==> config.mk <==
export PLATFORM = sky130hd
export DESIGN_NAME = float_unpack_queue
export DESIGN_NICKNAME = d
export VERILOG_FILES = /design/src/rtl/float_pkg.sv /design/src/rtl/float_fields.sv /design/src/rtl/float_unpack_queue.sv
export SDC_FILE = /design/constraint.sdc
export NUM_CORES = 1
export LEC_CHECK = 0
export CORE_ASPECT_RATIO = 0.9
export CORE_UTILIZATION = 52
export DETAILED_ROUTE_END_ITERATION = 6
export PLACE_DENSITY = 0.85
export SLEW_MARGIN = 20
export SYNTH_ARGS = -nofsm -noshare
export SYNTH_HDL_FRONTEND = slang
export SYNTH_HIERARCHICAL = 1
export SYNTH_SLANG_ARGS = --single-unit
==> constraint.sdc <==
create_clock -name clock -period 8.6 [get_ports clock]
set_clock_uncertainty 0.1 [all_clocks]
set_input_delay 1.29 -clock clock [delete_from_list [all_inputs] [get_ports clock]]
set_output_delay 1.29 -clock clock [all_outputs]
set_load 0.01 [all_outputs]
==> src/rtl/float_pkg.sv <==
// Shared float-unpack types, exponent bias helper and class-bit positions.
// Split layout is sized for the widest format; narrower formats use the low bits of each field.
package float_pkg;
  localparam int MAX_EXP_W = 15;
  localparam int MAX_SIG_W = 52;

  typedef struct packed {
    logic                 sign;
    logic [MAX_EXP_W-1:0] exponent;
    logic [MAX_SIG_W-1:0] significand;
  } float_split_t;

  // io_out_class bit positions: {nan, inf, subnormal, zero}
  localparam int CLS_ZERO = 0;
  localparam int CLS_SUB  = 1;
  localparam int CLS_INF  = 2;
  localparam int CLS_NAN  = 3;
  localparam int CLS_W    = 4;

  function automatic int bias(input int exp_w);
    return (1 << (exp_w - 1)) - 1;
  endfunction
endpackage

==> src/rtl/float_fields.sv <==
// Combinational split of a packed float into sign, exponent, hidden-bit mantissa and unbiased exponent.
// Zero latency, no flow control; class bits exist only with FLOAT_UNPACK_CLASSIFY_EN.
module float_fields
  import float_pkg::*;
#(
  parameter int EXP_W = 8,
  parameter int SIG_W = 23
) (
  input  logic [EXP_W+SIG_W:0] bits,
  output logic                 sign,
  output logic [EXP_W-1:0]     exponent,
  output logic [SIG_W:0]       mantissa,
`ifdef FLOAT_UNPACK_CLASSIFY_EN
  output logic [CLS_W-1:0]     cls,
`endif
  output logic [EXP_W:0]       unbiased
);
  localparam logic [EXP_W:0] BIAS = (EXP_W+1)'(bias(EXP_W));

  logic [SIG_W-1:0] significand;
  logic             exp_zero;
  logic             exp_ones;
  logic             sig_zero;

  assign sign        = bits[EXP_W+SIG_W];
  assign exponent    = bits[EXP_W+SIG_W-1:SIG_W];
  assign significand = bits[SIG_W-1:0];

  assign exp_zero = (exponent == '0);
  assign exp_ones = &exponent;
  assign sig_zero = (significand == '0);

  assign mantissa = {~exp_zero, significand};
  // Subnormals share the minimum normal exponent.
  assign unbiased = (exp_zero ? (EXP_W+1)'(1) : {1'b0, exponent}) - BIAS;

`ifdef FLOAT_UNPACK_CLASSIFY_EN
  always_comb begin
    cls           = '0;
    cls[CLS_ZERO] = exp_zero && sig_zero;
    cls[CLS_SUB]  = exp_zero && !sig_zero;
    cls[CLS_INF]  = exp_ones && sig_zero;
    cls[CLS_NAN]  = exp_ones && !sig_zero;
  end
`endif
endmodule

==> src/rtl/float_unpack_queue.sv <==
// Unpacks floats on entry and queues the fields; 1-cycle latency, head outputs zero when empty.
// io_in_ready = not full (no path from io_out_ready); FLOAT_UNPACK_CLASSIFY_EN adds io_out_class.
module float_unpack_queue
  import float_pkg::*;
#(
  parameter int EXP_W = 8,
  parameter int SIG_W = 23,
  parameter int DEPTH = 2
) (
  input  logic                       clock,
  input  logic                       reset_n,
  input  logic                       io_flush,
  input  logic                       io_in_valid,
  output logic                       io_in_ready,
  input  logic [EXP_W+SIG_W:0]       io_in_bits,
  output logic                       io_out_valid,
  input  logic                       io_out_ready,
  output logic                       io_out_sign,
  output logic [EXP_W-1:0]           io_out_exponent,
  output logic [SIG_W-1:0]           io_out_significand,
  output logic [SIG_W:0]             io_out_mantissa,
  output logic [EXP_W:0]             io_out_unbiased,
`ifdef FLOAT_UNPACK_CLASSIFY_EN
  output logic [CLS_W-1:0]           io_out_class,
`endif
  output logic [$clog2(DEPTH+1)-1:0] io_count
);
  localparam int PTR_W = (DEPTH > 1) ? $clog2(DEPTH) : 1;
  localparam int CNT_W = $clog2(DEPTH + 1);

  typedef struct packed {
    logic             sign;
    logic [EXP_W-1:0] exponent;
    logic [SIG_W:0]   mantissa;
    logic [EXP_W:0]   unbiased;
`ifdef FLOAT_UNPACK_CLASSIFY_EN
    logic [CLS_W-1:0] cls;
`endif
  } entry_t;

  entry_t           mem [DEPTH];
  entry_t           in_entry;
  entry_t           head;
  logic [PTR_W-1:0] wr_ptr;
  logic [PTR_W-1:0] rd_ptr;
  logic [CNT_W-1:0] count;
  logic             push;
  logic             pop;

  float_fields #(
    .EXP_W (EXP_W),
    .SIG_W (SIG_W)
  ) u_fields (
    .bits     (io_in_bits),
    .sign     (in_entry.sign),
    .exponent (in_entry.exponent),
    .mantissa (in_entry.mantissa),
`ifdef FLOAT_UNPACK_CLASSIFY_EN
    .cls      (in_entry.cls),
`endif
    .unbiased (in_entry.unbiased)
  );

  function automatic logic [PTR_W-1:0] next_ptr(input logic [PTR_W-1:0] p);
    return (p == PTR_W'(DEPTH - 1)) ? '0 : p + 1'b1;
  endfunction

  assign io_in_ready  = (count < CNT_W'(DEPTH));
  assign io_out_valid = (count != '0);
  assign io_count     = count;
  assign push         = io_in_valid && io_in_ready;
  assign pop          = io_out_valid && io_out_ready;

  always_ff @(posedge clock or negedge reset_n) begin
    if (!reset_n) begin
      wr_ptr <= '0;
      rd_ptr <= '0;
      count  <= '0;
    end else if (io_flush) begin
      wr_ptr <= '0;
      rd_ptr <= '0;
      count  <= '0;
    end else begin
      if (push) wr_ptr <= next_ptr(wr_ptr);
      if (pop)  rd_ptr <= next_ptr(rd_ptr);
      if (push && !pop)      count <= count + 1'b1;
      else if (pop && !push) count <= count - 1'b1;
    end
  end

  // Payload needs no reset: the count gates every read.
  always_ff @(posedge clock) begin
    if (push && !io_flush) mem[wr_ptr] <= in_entry;
  end

  assign head = io_out_valid ? mem[rd_ptr] : '0;

  assign io_out_sign        = head.sign;
  assign io_out_exponent    = head.exponent;
  assign io_out_significand = head.mantissa[SIG_W-1:0];
  assign io_out_mantissa    = head.mantissa;
  assign io_out_unbiased    = head.unbiased;
`ifdef FLOAT_UNPACK_CLASSIFY_EN
  assign io_out_class       = head.cls;
`endif
endmodule

* Yosys cells after proc, flatten, opt, wreduce, memory -nomap -nowiden
Memories as Yosys holds them, arrays and structs flattened.
Cells that the tools add are included.
** Operators by class
- $add $sub $neg :: 5
- Magnitude comparators :: 1
- Mux-type cells :: 13
- Bitwise gates (word level) :: 1
- Reduce and logical (&&, ||, !) cells :: 13
** Operator list (count)
- 42-bit 2-to-1 mux :: 1
- 9-bit by 7-bit subtractor with 9-bit output (second input constant) :: 1
- 8-bit logical NOT :: 1
- 1-bit 2-to-1 mux :: 8
- 8-bit 2-to-1 mux :: 1
- 2-bit 2-to-1 mux :: 3
- 2-bit nonzero test :: 3
- 1-bit logical AND :: 5
- 1-bit logical NOT :: 3
- 3-bit nonzero test :: 1
- 1-bit adder (second input constant) :: 2
- 2-bit by 1-bit adder with 2-bit output (second input constant) :: 1
- 2-bit less-than comparator (second input constant) :: 1
- 2-bit by 1-bit subtractor with 2-bit output (second input constant) :: 1
- 1-bit inverter :: 1
** Word-level totals
- Register bits after elaboration :: 4
- RAM bits :: 84
- Input port bits :: 37
- Output and inout bits :: 69
- Logic and storage cells :: 37
- Memories :: 1
** Memories
- mem :: words 2, width 42, rd ports 1, clocked after Yosys merged registers in 0, wr ports 1, line float_unpack_queue.sv:41 : entry_t mem [DEPTH];

* Logic depth before layout (Yosys ltp)
Gate-level depths: netlist of run 1.
- Word-level depth :: 7
- Gate-level depth with buffers :: 5
- Depth with buffers taken out :: 3

* Modules after synthesis
The synthesis of run 1 kept the hierarchy.
** Modules (own cells, without submodules)
- float_unpack_queue :: times used 1, cells an instance 224, area each 3577.2 um^2, seq. area each 2622.5 um^2
- float_fields :: times used 1, cells an instance 56, area each 401.6 um^2, seq. area each 0.0 um^2

* Worst setup path before layout of run 1
OpenSTA, ideal clock, no wires.
- Path type :: input-to-reg
- From :: input port io_in_valid
- To :: memory mem[1][0] in the netlist's numbering (enable)
- Setup time :: 0.502 ns
- Arrival time :: 4.478 ns
- Data required time :: 7.998 ns
- Path slack :: 3.519 ns
- Stages on the path :: 2
- Path buffers :: 0
- Cells stage by stage :: nand2b_4 nor3b_1
** On the way
- Word-level cells in the longest chain between the ends :: 4
** RTL lines
- from (decl) :: line float_unpack_queue.sv:13 : input logic io_in_valid,
- 1-bit logical AND :: line float_unpack_queue.sv:71 : assign push = io_in_valid && io_in_ready;
- 1-bit logical AND :: line float_unpack_queue.sv:93 : if (push && !io_flush) mem[wr_ptr] <= in_entry;
- 1-bit 2-to-1 mux :: line float_unpack_queue.sv:93
- 1-bit 2-to-1 mux (implied by the code) :: line float_unpack_queue.sv:93
- to (decl) :: line float_unpack_queue.sv:41
Every way passes these cells.

* Final worst setup path of run 1
- From :: register rd_ptr
- To :: output port io_out_significand[21]
** On the way
- Word-level cells in the longest chain between the ends :: 2
** RTL lines
- from (decl) :: line float_unpack_queue.sv:45 : logic [PTR_W-1:0] rd_ptr;
- from (signal assigned) :: line float_unpack_queue.sv:85 : if (pop) rd_ptr <= next_ptr(rd_ptr);
- memory read 2 x 42 bit
- 42-bit 2-to-1 mux :: line float_unpack_queue.sv:96 : assign head = io_out_valid ? mem[rd_ptr] : '0;
- to (decl) :: line float_unpack_queue.sv:20 : output logic [SIG_W-1:0] io_out_significand,
Every way passes these cells.

==> results.cfg, run 1 <==
[synthesis]
synth_cells = 280
synth.avg_cell_area_um2 = 14.2
synth_seq_cells = 88
synth_compound_area_frac = 0.0107
synthesis.area_mm2 = 0.00398
synthAdderAreaFrac = 0
ys_seq_area_frac = 0.659
ys_warn_count = 6
synth-simple-area-share = 0.0786
synth.distinct_cells = 26
synth_top_family_by_area = buffers and inverters
synth-xor-area-share = 0.0176
synth_nets = 317
synth_mux_area_frac = 0.108

[critical_path]
regToRegEndpoint = mem[1][29]$_DFFE_PP_
slowest_stage = dfrtp_2
worstRegToRegCells = 3
cp_max_fo = 22
cp_num_cells = 4
crit_family = buffers and inverters
worstSetupStartpointType = flop
cp_data_required_time_ns = 7.21
crit_end = io_out_significand[21]
cpPeakStageDelay_ns = 0.77
critical_path.cell_chain = buf_4, mux2i_1, nor2_1, clkdlybuf4s50_1
worst-path-buf-inv = 2
path_class = flop to primary output
crit_arrival_ns = 2.46
reg2reg_from = io_count[1]$_DFFE_PN0P_
cp-end-kind = primary output
r2r_slack_ns = 6.75
critPathLaunch = rd_ptr$_DFFE_PN0P_

[status]
status = completed

[routing]
drt_wl_total_um = 6410
dr.pass1.iters = 4
route.detailed.drc = 0
drtAntennaViolNets = 0
via_per_inst = 5.03
drtIter0Drc = 81
avgRoutedWirePerCell_um = 14.9
vias = 2162

[die]
rows = 29
coreArea_mm2 = 0.00722
die_h_um = 85.0
die_area_mm2 = 0.00801
start_util = 0.551
die_w_um = 94.2
io-pin-count = 106

[sta]
max_clock_freq_mhz = 260
setup_viol = 0
max_slew_margin = 0.356
rsz0062_at_grt = no
setup-tns-final_ns = 0
worst_pin_slew_ns = 0.964
drv_slew = 0
hold_viol_final = 0
finalCritPeriodShare = 0.448
hold_ws_ns = 0.484
finalCriticalPeriod_ns = 3.85

[global_routing]
grt_pass1_wl_um = 10200
grt-ovfl-total = 0
grt_max_degree = 44
grt_pass1_vias = 2118
grt_usage = 0.172
use_met2 = 0.292
met1_usage = 0.207
antenna_found_initial = 0
grt_util_met3 = 0.0358
top_usage_layer = met2

[power_and_ir_drop]
p_leak_uw = 0.00165
powerDensity_mw_per_mm2 = 202
vdd_drop_max_uv = 114

[flow_run]
cap_violations = 0

[finish]
design.final.nets = 372
fill_cells = 501
final_layout_size_suffix_gt1_frac = 0.0831
antenna_cells = 0
syn2layout_area_growth_pct = 24.2

[worst_hold_path]
hold_path.class = flop to flop

[cts]
clkTransAtPathRegs_ns = 0.08
numCtsBuffers = 9
post_cts_buffers = 0
clkLatencyLatePin_ns = 0.33
cts_buffer_depth = 2
cts_tree = done
cts_hold_buf = 0
cts-htree-levels = 3
clock-sinks = 88
post_cts_resized = 0
cts-root-buf = clkbuf_8

[place]
dp_hpwl_um = 4310
io_buffers = 105
gp_congestion = 0.780
==> power breakdown <==
group / total, uW / leakage, uW / internal [uW] / switching [uW]
Clock: 346 / 0.000121 / 218 / 128
Combinational: 152 / 0.000706 / 82.9 / 69.5
Sequential: 500 / 0.000821 / 490 / 10.1
Total: 999 / 0.00165 / 791 / 208
==> layer usage <==
metal,routed length [um],up-vias
met4,117,0
met2,3280,77
met3,377,8
met1,2630,1042
met5,0,-
li1,-,1035
==> tightest hold or removal path, cell delays in order (launching register included) <==
cell and delay [ns]:
dfrtp_1 0.39, xor2_1 0.08, nor2_1 0.08
==> kinds of logic (layout without fill, tap and decap cells) <==
| family | count (synthesis) | after routing |
|---|---|---|
| flops | 88 | 88 |
| buf+inv | 68 | 125 |
| simple gates | 66 | 66 |
| mux | 43 | 43 |
| xor+xnor | 8 | 8 |
| compound gates | 7 | 7 |
==> placed cells by master, fill, tap and decap left out, types with 2 or more instances in the layout <==
master and instances:
dfrtp_1 3, clkbuf_8 9, nand2_1 4, bufinv_16 4, nand3_1 3, a21oi_1 2, nor2_1 48, xor2_1 4
clkdlybuf4s50_1 105, buf_4 3, o21ai_0 2, edfxtp_1 84, mux2i_1 43, nor2_2 2, inv_1 4, xnor2_1 4
==> how the worst min path moves through the flow <==
stage | startpoint | to | cells past startpoint
2_1_floorplan | wr_ptr$_DFFE_PN0P_ | wr_ptr$_DFFE_PN0P_ | 2
3_3_place_gp | wr_ptr$_DFFE_PN0P_ | wr_ptr$_DFFE_PN0P_ | 2
3_5_place_dp | wr_ptr$_DFFE_PN0P_ | wr_ptr$_DFFE_PN0P_ | 2
4_1_cts | wr_ptr$_DFFE_PN0P_ | wr_ptr$_DFFE_PN0P_ | 2
5_1_grt | wr_ptr$_DFFE_PN0P_ | wr_ptr$_DFFE_PN0P_ | 2
6_report | wr_ptr$_DFFE_PN0P_ | wr_ptr$_DFFE_PN0P_ | 2
==> Yosys cell counts (all sizes together) <==
| master | number | share of area |
|---|---|---|
| a21boi | 1 | 0.0019 |
| xnor2 | 4 | 0.0088 |
| buf | 64 | 0.12 |
| inv | 4 | 0.0038 |
| a21o | 1 | 0.0022 |
| nand4 | 1 | 0.0053 |
| nor4 | 1 | 0.0031 |
| and2b | 1 | 0.0022 |
| xor2 | 4 | 0.0088 |
| nor3 | 1 | 0.0013 |
| a21oi | 2 | 0.0025 |
| mux2i | 43 | 0.11 |
| a31oi | 1 | 0.0016 |
| nor2b | 1 | 0.0016 |
| nor3b | 1 | 0.0019 |
| nand2b | 1 | 0.0035 |
| edfxtp | 84 | 0.63 |
| or2b | 1 | 0.0022 |
| nand2 | 4 | 0.0038 |
| dfrtp | 4 | 0.025 |
| nand3 | 3 | 0.0038 |
| o21ai | 2 | 0.0025 |
| nor2 | 51 | 0.050 |
==> registers in the layout (all words and copies together), names as in the netlist <==
signal,flops
wr_ptr,1
io_count,2
mem,84
rd_ptr,1
==> metrics by stage <==
step	std cells	area, um2	utilization	power, uW	setup slack (ns)
detailed placement	417	4700	0.651	664	5.08
CTS	430	4940	0.685	1010	4.69
global route	430	4940	0.685	1040	4.58
finish	430	4940	0.685	999	4.75
global placement	417	4700	0.651	660	5.09
floorplan	280	3980	-	603	3.52
==> layout make-up <==
type | instances | area [um2] | share of cell area
sequential | 88 | 2620 | 0.531
timing repair buffer | 108 | 1070 | 0.217
clock buffer | 9 | 124 | 0.0251
inverter | 4 | 15.0 | 0.00304
tap | 93 | 116 | 0.0235
clock inverter | 4 | 120 | 0.0243
multi-input combinational | 124 | 871 | 0.176
Note: power is estimated with default switching activity, not from simulation.
==> run 2: changes to the inputs <==
Settings changed: CORE_UTILIZATION 52 to 44, PLACE_DENSITY 0.85 to 0.77.
Clock period 8.6 ns to 3.2 ns, I/O delays scaled along.
==> results.cfg, run 2 (same netlist as run 1, synthesis figures left out) <==
[status]
status = completed

[critical_path]
cp_max_fo = 17
slowest_stage = dfrtp_2
crit_family = buffers and inverters
cp-end-kind = primary output
worstSetupStartpointType = flop
path_class = flop to primary output
crit_arrival_ns = 2.21
cpPeakStageDelay_ns = 0.60
critical_path.cell_chain = buf_4, mux2i_1, nor2_1, clkdlybuf4s50_1
worst-path-buf-inv = 2
cp_data_required_time_ns = 2.62

[global_routing]
grt_max_degree = 44
use_met2 = 0.266
grt_pass1_wl_um = 11100
grt_util_met3 = 0.0473
grt_pass1_vias = 2194
grt_usage = 0.161
grt-ovfl-total = 0
top_usage_layer = met2
antenna_found_initial = 1
met1_usage = 0.197

[sta]
rsz0062_at_grt = no
finalCritPeriodShare = 0.872
max_clock_freq_mhz = 359
worst_pin_slew_ns = 0.466
hold_viol_final = 0
max_slew_margin = 0.689
finalCriticalPeriod_ns = 2.79
drv_slew = 0
setup-tns-final_ns = 0
setup_viol = 0

[cts]
clkLatencyLatePin_ns = 0.34
cts_hold_buf = 0
clock-sinks = 88
post_cts_resized = 0
clkTransAtPathRegs_ns = 0.09
cts-root-buf = clkbuf_8
cts_tree = done
numCtsBuffers = 9
cts_buffer_depth = 2
post_cts_buffers = 0
cts-htree-levels = 3

[finish]
design.final.nets = 376
layout_commonest_cell = clkdlybuf4s50_1
regArea_mm2 = 0.00262
utilization = 0.570
syn2layout_area_growth_pct = 24.4
layout_common_cells = 105 x clkdlybuf4s50_1, 84 x edfxtp_1, 48 x nor2_1
multiInputGateArea_um2 = 883
largest-register = mem
fill_cells = 728
final_layout_size_suffix_gt1_frac = 0.0988
largest_register_ff_count = 84

[routing]
drtIter0Drc = 58
dr.pass1.iters = 4
vias = 2187
route.detailed.drc = 0
via_per_inst = 4.71
drtAntennaViolNets = 0
avgRoutedWirePerCell_um = 15.3
drt_wl_total_um = 7090

[power_and_ir_drop]
powerDensity_mw_per_mm2 = 493
p_leak_uw = 0.00163
vdd_drop_max_uv = 230

[place]
dp_hpwl_um = 4770
io_buffers = 105
gp_congestion = 0.762

[flow_run]
cap_violations = 0

[die]
die_w_um = 102
rows = 32
die_h_um = 92.2
coreArea_mm2 = 0.00869
die_area_mm2 = 0.00943
io-pin-count = 106
start_util = 0.458

[worst_hold_path]
hold_path.class = primary input to asynchronous set/reset pin
==> run 2: per-stage QoR <==
step                      setup WS (ns)  cells  total power, uW  hold WS [ns]  area [um2]
after CTS                         0.409    463             2460         0.217        4950
after floorplan                   0.307    280             1620        0.0844        3990
final                             0.411    464             2440         0.222        4950
after global routing              0.281    463             2550         0.211        4950
after detailed placement          0.800    447             1800         0.517        4770
after global placement            0.842    447             1790         0.507        4770
==> run 2: cell type report <==
class | count | area share
Clock inverter | 7 | 0.00961
Multi-Input combinational cell | 124 | 0.179
Inverter | 4 | 0.00303
Tap cell | 119 | 0.0301
Clock buffer | 9 | 0.0250
Sequential cell | 88 | 0.530
Timing Repair Buffer | 112 | 0.223
Antenna cell | 1 | 0.000506
==> run 2: path summary, 6_finish.rpt <==
check / start / endpoint / slack, ns / cells past startpoint
worst max-delay path: rd_ptr$_DFFE_PN0P_ / io_out_significand[6] / 0.41 / 4
worst min-delay path: reset_n / io_count[1]$_DFFE_PN0P_ / 0.22 / 1
worst max register to register: io_count[1]$_DFFE_PN0P_ / mem[1][11]$_DFFE_PP_ / 1.46 / 3
worst min register to register: wr_ptr$_DFFE_PN0P_ / wr_ptr$_DFFE_PN0P_ / 0.53 / 2
max in group asynchronous: reset_n / rd_ptr$_DFFE_PN0P_ / 2.60 / 1
min in group clock: wr_ptr$_DFFE_PN0P_ / wr_ptr$_DFFE_PN0P_ / 0.53 / 2
==> run 2: routing by layer <==
| layer | share of wire | routed length [um] | vias up |
|---|---|---|---|
| met5 | 0 | 0 | - |
| met4 | 0.011 | 79 | 0 |
| met3 | 0.064 | 451 | 9 |
| met2 | 0.50 | 3540 | 71 |
| met1 | 0.43 | 3020 | 1057 |
| li1 | - | - | 1050 |
==> run 2: power breakdown <==
group / internal (uW) / leakage [uW] / switching (uW)
Clock: 280 / 0.0000753 / 395
Combinational: 228 / 0.000731 / 199
Sequential: 1320 / 0.000821 / 22.3
==> run 3: changes to the inputs <==
Settings changed: CORE_UTILIZATION 44 to 33, PLACE_DENSITY 0.77 to default.
==> results.cfg, run 3 (same netlist as run 1, synthesis figures left out) <==
[die]
coreArea_mm2 = 0.0116
die_h_um = 106
start_util = 0.344
io-pin-count = 106
die_w_um = 118
die_area_mm2 = 0.0125
rows = 37

[finish]
largest-register = mem
layout_commonest_cell = clkdlybuf4s50_1
final_layout_size_suffix_gt1_frac = 0.0965
layout_common_cells = 105 x clkdlybuf4s50_1, 84 x edfxtp_1, 48 x nor2_1
utilization = 0.446
final_area_mm2 = 0.00516
fill_cells = 1103
syn2layout_area_growth_pct = 29.7
design.final.nets = 374
antenna_cells = 0
largest_register_ff_count = 84

[global_routing]
grt-ovfl-total = 0
grt_pass1_vias = 2177
grt_usage = 0.117
antenna_found_initial = 0
grt_max_degree = 43
grt_pass1_wl_um = 11200

[sta]
setup-tns-final_ns = 0
drv_slew = 0
max_clock_freq_mhz = 383
max_slew_margin = 0.588
finalCriticalPeriod_ns = 2.61
worst_pin_slew_ns = 0.619
hold_viol_final = 0
rsz0062_at_grt = no
setup_viol = 0
finalCritPeriodShare = 0.817
layout_setup_ws_ns = 0.586

[place]
io_buffers = 105
placed_cell_area_mm2 = 0.00482
gp_congestion = 0.729
preCtsSetupSlack_ns = 0.854
dp_hpwl_um = 4680

[routing]
route.detailed.drc = 0
dr.pass1.iters = 4
drtAntennaViolNets = 0
via_per_inst = 4.31
vias = 2145
drt_wl_total_um = 7080
avgRoutedWirePerCell_um = 14.2
drtIter0Drc = 85

[critical_path]
worstSetupStartpointType = flop
slowest_stage = clkdlybuf4s50_1
cp-end-kind = primary output
cpPeakStageDelay_ns = 0.48
critical_path.cell_chain = nor2_4, buf_12, nor2_1, clkdlybuf4s50_1
cp_data_required_time_ns = 2.62
crit_arrival_ns = 2.03
path_class = flop to primary output
cp_max_fo = 25

[cts]
cts_tree = done
post_cts_buffers = 0
clock-sinks = 88
clkTransAtPathRegs_ns = 0.06
cts-root-buf = clkbuf_16
cts_hold_buf = 0
numCtsBuffers = 9
clkLatencyLatePin_ns = 0.33
post_cts_resized = 0
cts_buffer_depth = 2
cts-htree-levels = 3

[status]
status = completed

[power_and_ir_drop]
vdd_drop_max_uv = 251
p_leak_uw = 0.00172
powerDensity_mw_per_mm2 = 572

[flow_run]
cap_violations = 0

[worst_hold_path]
hold_path.class = primary input to asynchronous set/reset pin
-- run 3: final timing paths --
check	to	slack (ns)	cells after the start	start
worst max-delay path	io_out_mantissa[9]	0.59	4	io_count[1]$_DFFE_PN0P_
worst min-delay path	wr_ptr$_DFFE_PN0P_	0.26	1	reset_n
worst max register to register	mem[1][15]$_DFFE_PP_	1.31	3	io_count[1]$_DFFE_PN0P_
worst min register to register	wr_ptr$_DFFE_PN0P_	0.54	2	wr_ptr$_DFFE_PN0P_
max in group asynchronous	rd_ptr$_DFFE_PN0P_	2.56	1	reset_n
min in group clock	wr_ptr$_DFFE_PN0P_	0.54	2	wr_ptr$_DFFE_PN0P_
-- run 3: final cells by class --
type                    count  area, um2  share of cell area
clock buffers               9        225              0.0436
clock inverters             7        118              0.0228
inverters                   4       15.0             0.00291
multi-input cells         124        883               0.171
flip-flops and latches     88       2620               0.508
well taps                 156        195              0.0378
repair buffers            110       1100               0.213
-- run 3: critical path: cells and delay by family (launching register included) --
family | cells | cell delay, ns
flip-flops | 1 | 0.46
AND/OR/NAND/NOR | 2 | 0.51
buffers and inverters | 2 | 0.71
-- run 3: metal layers --
layer  track usage  part of all wire  vias up
li1              -                 -     1046
met1         0.147              0.48     1026
met2         0.191              0.47       65
met3        0.0306             0.043        8
met4        0.0495             0.011        0
met5             0                 0        -
-- run 3: metrics by stage --
| stage | total power [uW] | cells | hold WS, ns |
|---|---|---|---|
| global route | 3070 | 498 | 0.246 |
| finish | 2950 | 498 | 0.256 |
| floorplan | 1620 | 280 | 0.0844 |
| CTS | 3000 | 498 | 0.249 |
| global placement | 1800 | 482 | 0.507 |
| detailed placement | 1800 | 482 | 0.524 |
-- run 3: report_power, final --
part | switching (uW) | internal [uW] | total [uW]
registers | 14.8 | 1320 | 1330
logic | 206 | 231 | 437
clock network | 419 | 765 | 1180
